[config.mk]
export PLATFORM = sky130hd
export DESIGN_NAME = dmem_arbiter
export DESIGN_NICKNAME = d
export VERILOG_FILES = /design/src/rtl/dmem_arbiter.sv
export SDC_FILE = /design/constraint.sdc
export NUM_CORES = 1
export LEC_CHECK = 0
export BUFFER_PORTS_ARGS = -buffer_cell sky130_fd_sc_hd__buf_2
export CAP_MARGIN = 20
export CORE_MARGIN = 2
export CORE_UTILIZATION = 36
export DETAILED_ROUTE_END_ITERATION = 16
export PLACE_DENSITY = 0.76
export SETUP_SLACK_MARGIN = 0.4
export SYNTH_ARGS = -nofsm -noshare
export SYNTH_HDL_FRONTEND = slang
export SYNTH_SLANG_ARGS = --single-unit
export TNS_END_PERCENT = 5
[constraint.sdc]
create_clock -name clk_i -period 4.9 [get_ports clk_i]
set_input_delay 0.98 -clock clk_i [delete_from_list [all_inputs] [get_ports clk_i]]
set_output_delay 0.98 -clock clk_i [all_outputs]
set_load 0.02 [all_outputs]
[src/rtl/dmem_arbiter.sv]
// dmem_arbiter: shares single-port dmem between core (M0) and debug/loader (M1); DMEM_ARB_RR_EN selects round-robin
module dmem_arbiter #(
  parameter int AW           = 8,
  parameter int DW           = 32,
  parameter int STARVE_LIMIT = 8
) (
  input  logic          clk_i,
  input  logic          rst_i,
  input  logic          m0_req_i,
  input  logic          m0_we_i,
  input  logic [AW-1:0] m0_addr_i,
  input  logic [DW-1:0] m0_wdata_i,
  output logic          m0_gnt_o,
  output logic [DW-1:0] m0_rdata_o,
  output logic          m0_rvalid_o,
  input  logic          m1_req_i,
  input  logic          m1_we_i,
  input  logic [AW-1:0] m1_addr_i,
  input  logic [DW-1:0] m1_wdata_i,
  input  logic          m1_lock_i,
  output logic          m1_gnt_o,
  output logic [DW-1:0] m1_rdata_o,
  output logic          m1_rvalid_o,
  output logic          stall_o,
  output logic          mem_we_o,
  output logic [AW-1:0] mem_addr_o,
  output logic [DW-1:0] mem_wdata_o,
  input  logic [DW-1:0] mem_rdata_i
);
  localparam int CW = $clog2(STARVE_LIMIT + 1);
  typedef enum logic {OWN_NONE, OWN_M1_LOCK} state_t;
  state_t        state, state_nxt;
  logic [CW-1:0] starve_cnt;
  logic          starved;
  logic          m1_wins;
  logic          rd0, rd1;
  assign starved = starve_cnt == CW'(STARVE_LIMIT);
`ifdef DMEM_ARB_RR_EN
  logic rr_last;
  assign m1_wins = ~rr_last;
  // remember which master was granted last (1 = M1)
  always_ff @(posedge clk_i or posedge rst_i)
    if (rst_i) rr_last <= 1'b1;
    else if (m0_gnt_o | m1_gnt_o) rr_last <= m1_gnt_o;
`else
  assign m1_wins = starved;
`endif
  // grant: lock gives M1 exclusive ownership; otherwise a lone requester wins, contention uses m1_wins
  always_comb begin
    m1_gnt_o  = ~rst_i & m1_req_i & ((state == OWN_M1_LOCK) | ~m0_req_i | m1_wins);
    m0_gnt_o  = ~rst_i & m0_req_i & (state == OWN_NONE) & ~m1_gnt_o;
    state_nxt = (m1_gnt_o & m1_lock_i) ? OWN_M1_LOCK : OWN_NONE;
  end
  assign rd0         = m0_gnt_o & ~m0_we_i;
  assign rd1         = m1_gnt_o & ~m1_we_i;
  assign stall_o     = ~rst_i & m0_req_i & ~m0_gnt_o;
  assign mem_we_o    = (m0_gnt_o & m0_we_i) | (m1_gnt_o & m1_we_i);
  assign mem_addr_o  = m0_gnt_o ? m0_addr_i : m1_gnt_o ? m1_addr_i : '0;
  assign mem_wdata_o = m0_gnt_o ? m0_wdata_i : m1_gnt_o ? m1_wdata_i : '0;
  // ownership state, starvation counter and per-master registered read data
  always_ff @(posedge clk_i or posedge rst_i)
    if (rst_i) begin
      state       <= OWN_NONE;
      starve_cnt  <= '0;
      m0_rvalid_o <= 1'b0;
      m1_rvalid_o <= 1'b0;
      m0_rdata_o  <= '0;
      m1_rdata_o  <= '0;
    end else begin
      state       <= state_nxt;
      starve_cnt  <= (~m1_req_i | m1_gnt_o) ? '0 : starved ? starve_cnt : starve_cnt + 1'b1;
      m0_rvalid_o <= rd0;
      m1_rvalid_o <= rd1;
      if (rd0) m0_rdata_o <= mem_rdata_i;
      if (rd1) m1_rdata_o <= mem_rdata_i;
    end
endmodule

Word-level counts from Yosys, hierarchy flattened
Cells that the tools add are included.

Flip-flop bits (word level): 71. Bits of input ports: 119. Output and inout bits: 110. Logic and storage cells: 39.

$add $sub $neg: 1. Eq/ne operators: 2. Muxes and demuxes: 7. Bitwise logic cells: 23.

Operators with widths (number): $mux W32 (2); $mux W8 (2); $and A1 B1 Y1 (11); $mux W4 (2); $not A1 Y1 (8); $add A4 B1 Y4 const B (1); $eq A4 B4 Y1 const B (1); $or A1 B1 Y1 (4); $ne A2 B1 Y1 const B (1); $mux W1 (1).

Logic depth before layout (Yosys ltp)
Depth in word-level cells: 8. Depth in mapped cells: 8. Depth with buffers taken out: 5.

Worst setup path after synthesis
Ideal clock, no wire load.

Kind: input to output. From: input rst_i. To: output mem_wdata_o[22]. Arrival time: 3.767 ns. Required time: 3.920 ns. Path slack: 0.153 ns. Stages: 5. Path buffers: 2. Path through: inv_1 > o211a_1 > buf_2 > buf_2 > mux2i_1.

Longest elaborated chain between the ends: 6. Elaborated cells between the ends (all ways): 9. Those cells by class: mux: 2; bitwise: 7.

RTL lines: start, declared (line 8) `input logic rst_i,`; $not A1 Y1 * (line 50) `m1_gnt_o = ~rst_i & m1_req_i & ((state == OWN_M1_LOCK) | ~m0_req_i | m1_wins);`; $and A1 B1 Y1 * (2 in a row) (line 50); via m1_gnt_o (line 21) `output logic m1_gnt_o,`; $not A1 Y1 (line 51) `m0_gnt_o = ~rst_i & m0_req_i & (state == OWN_NONE) & ~m1_gnt_o;`; $and A1 B1 Y1 (line 51); $mux W32 * (line 59) `assign mem_wdata_o = m0_gnt_o ? m0_wdata_i : m1_gnt_o ? m1_wdata_i : '0;`; end, declared (line 27) `output logic [DW-1:0] mem_wdata_o,`.

Mark *: on every way through the listed nets, which the timed path passes. The rest lies on a longest branch.

Worst setup path after layout
From: register starve_cnt[0]. To: output mem_addr_o[0].

Longest elaborated chain between the ends: 6. Elaborated cells between the ends (all ways): 7. Those cells by class: eq/ne: 1; mux: 2; bitwise: 4.

RTL lines: start, declared (line 33) `logic [CW-1:0] starve_cnt;`; start signal, assigned (line 71) `starve_cnt <= (~m1_req_i | m1_gnt_o) ? '0 : starved ? starve_cnt : starve_cnt + 1'b1;`; $eq A4 B4 Y1 * (line 37) `assign starved = starve_cnt == CW'(STARVE_LIMIT);`; $or A1 B1 Y1 * (line 50); $and A1 B1 Y1 * (line 50); $not A1 Y1 (line 51); $and A1 B1 Y1 (line 51); $mux W8 * (line 58) `assign mem_addr_o = m0_gnt_o ? m0_addr_i : m1_gnt_o ? m1_addr_i : '0;`; end, declared (line 26) `output logic [AW-1:0] mem_addr_o,`.

Mark *: on every way between the ends. The rest lies on a longest branch, timed or not.

==> metrics <==
outcome=finished, final reports clean; IO Pins=229; RSZ-0062 raised after global routing=no; clock tree buffer depth=2; row count=36; Synth area leader=dfrtp_1; filler instances=891; CTS buffer count=9; crit-path cells=inv_1, ha_1, and3b_1, o211a_2, buf_4, mux2i_1, buf_2; CP arrival=2700 ps; Die ar.=0.01104 sq mm; post-synth cell types=27; endpoint type of the worst setup path=output pin; Final Hold Viols=0; ranking of synthesized cells by area=dfrtp_1 48%, mux2_4 12%, mux2i_1 11%; vias in the first global route=3029; clock insertion delay at the later pin of the skew report=340 ps; Worst Setup Start Kind=flip-flop; number of flops mapped to enable cells by yosys=0; Remaining DRCs=0; starting density of the core=37.27%; Post-Synthesis Cell Area=0.003676 sq mm; Max Clk Rate=271.7 MHz; maxcap violations=0; first-pass GRT wire length=15120 um; Placed Cells=652; DR WL/cell=14.47 um; Via density=4.560; Setup CP Type=flip-flop to output pin; DRT Wirelength=9668 um; clk slew on worst S/H paths=70 ps; post-cts resize count=0; final period utilization=75.10%; critical path's top delay family=buffers and inverters; Max stage delay on crit path=540 ps; quantity of I/O buffers inserted on ports=228; Leakage=2.858 nW; # H-tree levels=3; Syn Inst Count=305; CP Data Required Time=3920 ps; Inserted Diodes=0; Post-CTS Setup Repair Bufs=0; die height=105.1 um; Slew @ Worst Pin=1042 ps; die width=105.1 um; DP Wirelength=7601 um; pin count of the biggest net entering global routing=74; CTS root buffer=clkbuf_8; largest fanout on the critical path=44; initial antenna violation count=0; clock sinks=71; hold buffer count at cts=0; Tot GR Track Use=17.46%; Avg Synthesized Cell Area=12.05 sq um; Iter 0 DRT Violations=112; CTS tree=built; Power per Cell Area=354.7 mW/mm^2; Final nets=652; Synth top cells by count=71 x dfrtp_1, 47 x inv_1, 42 x mux2i_1; Yosys warning count=0; Core ar.=0.009864 sq mm; final setup fails=0; peak supply drop=0.2133 mV; Sequential cell area=0.001777 sq mm; post-route insts no fill=668; max_slew headroom=30.52%; Hold Crit Class=flip-flop to flip-flop; flops & latches, synth=71; syn_nets=426; TNS Setup=0 ps; area of the multi-input gates=0.001603 sq mm; Area growth syn-to-layout=38.43%; overall power=1.805 mW; Worst Skew=3.376 ps; Synth async-reset ratio=100.0%; Pre-antenna DRT Iters=4; post-synthesis sequential area ratio=48.33%; total global routing overflow=0; WP buf/inv=3; layout cells sized above 1=59.07%; most common cell in the netlist=dfrtp_1; GP Congestion=0.9602; prevailing post-synth register cell=dfrtp_1; CP max stage cell=buf_4; post-route ant nets=0; Final min period=3680 ps; Vias=3046; final hold slack=501.4 ps; share of the synthesized area in the top cell type=48.33%; Slew Limit Fails=0
[cell type report]
| type | instances | area share, % |
|---|---|---|
| Sequential cell | 71 | 34.92 |
| Multi-Input combinational cell | 170 | 31.50 |
| Clock buffer | 11 | 2.582 |
| Clock inverter | 4 | 0.9343 |
| Tap cell | 133 | 3.270 |
| Inverter | 47 | 3.541 |
| Timing Repair Buffer | 232 | 23.26 |
[path summary, 6_finish.rpt]
| path | startpoint | endpoint | slack [ps] | cells after the start |
|---|---|---|---|---|
| setup / recovery | starve_cnt[0] | mem_addr_o[0] | 1220 | 7 |
| hold / removal | m1_rdata_o[14] | m1_rdata_o[14] | 500 | 1 |
| max in group asynchronous | rst_i | m1_rdata_o[21] | 3340 | 3 |
| hold reg to reg | m1_rdata_o[14] | m1_rdata_o[14] | 500 | 1 |
| setup reg to reg | starve_cnt[0] | m0_rdata_o[26] | 2400 | 5 |
| min in group asynchronous | rst_i | starve_cnt[0] | 990 | 3 |
[per-layer routing]
layer | GRT usage, % | vias up | wire length [um] | part of all wire (%)
met5 | 0 | - | 0 | 0
li1 | - | 1443 | - | -
met2 | 28.76 | 178 | 4644 | 48
met4 | 6.571 | 0 | 208 | 2.2
met1 | 20.83 | 1408 | 3942 | 41
met3 | 6.363 | 17 | 873 | 9.0
[registers in the layout (all words and copies together) (netlist names)]
| name | flops |
|---|---|
| m0_rdata_o | 32 |
| m0_rvalid_o | 1 |
| m1_rdata_o | 32 |
| m1_rvalid_o | 1 |
| starve_cnt | 4 |
| state | 1 |
[through the flow]
step / cell area [sq um] / utilization [%] / setup WS [ps]
3_3_place_gp: 4890 / 49.57 / 1365
3_5_place_dp: 4890 / 49.57 / 1342
6_report: 5089 / 51.59 / 1220
2_1_floorplan: 3680 / - / 686.4
5_1_grt: 5089 / 51.59 / 992.8
4_1_cts: 5069 / 51.38 / 1133
[cell families (layout without fill, tap and decap cells)]
family	Yosys count	in the layout	synth area share [%]
AND/OR/NAND/NOR	54	54	6.365
flip-flops	71	71	48.33
multiplexers	106	106	34.00
buffers and inverters	64	294	8.543
AO/OA/AOI/OAI	5	5	1.361
XOR/XNOR	3	3	0.7149
adder cells (fa/ha/maj)	2	2	0.6806
[power breakdown]
part | total, mW | switching, mW | internal (mW)
Combinational | 0.606 | 0.338 | 0.268
Clock | 0.432 | 0.201 | 0.231
Sequential | 0.767 | 0.0629 | 0.704
[cell usage in the layout (no fill, tap or decap), types with 2 or more instances in the layout]
cell	n
mux2_2	35
nand2_1	41
clkbuf_1	2
clkinvlp_4	2
mux2i_1	42
clkbuf_8	9
clkinv_2	2
inv_1	46
nor3_1	2
mux2_4	29
dfrtp_1	71
buf_2	228
xnor2_1	2
nor2_1	4
buf_4	3
ha_1	2
Power figures use the tool's default switching activity.
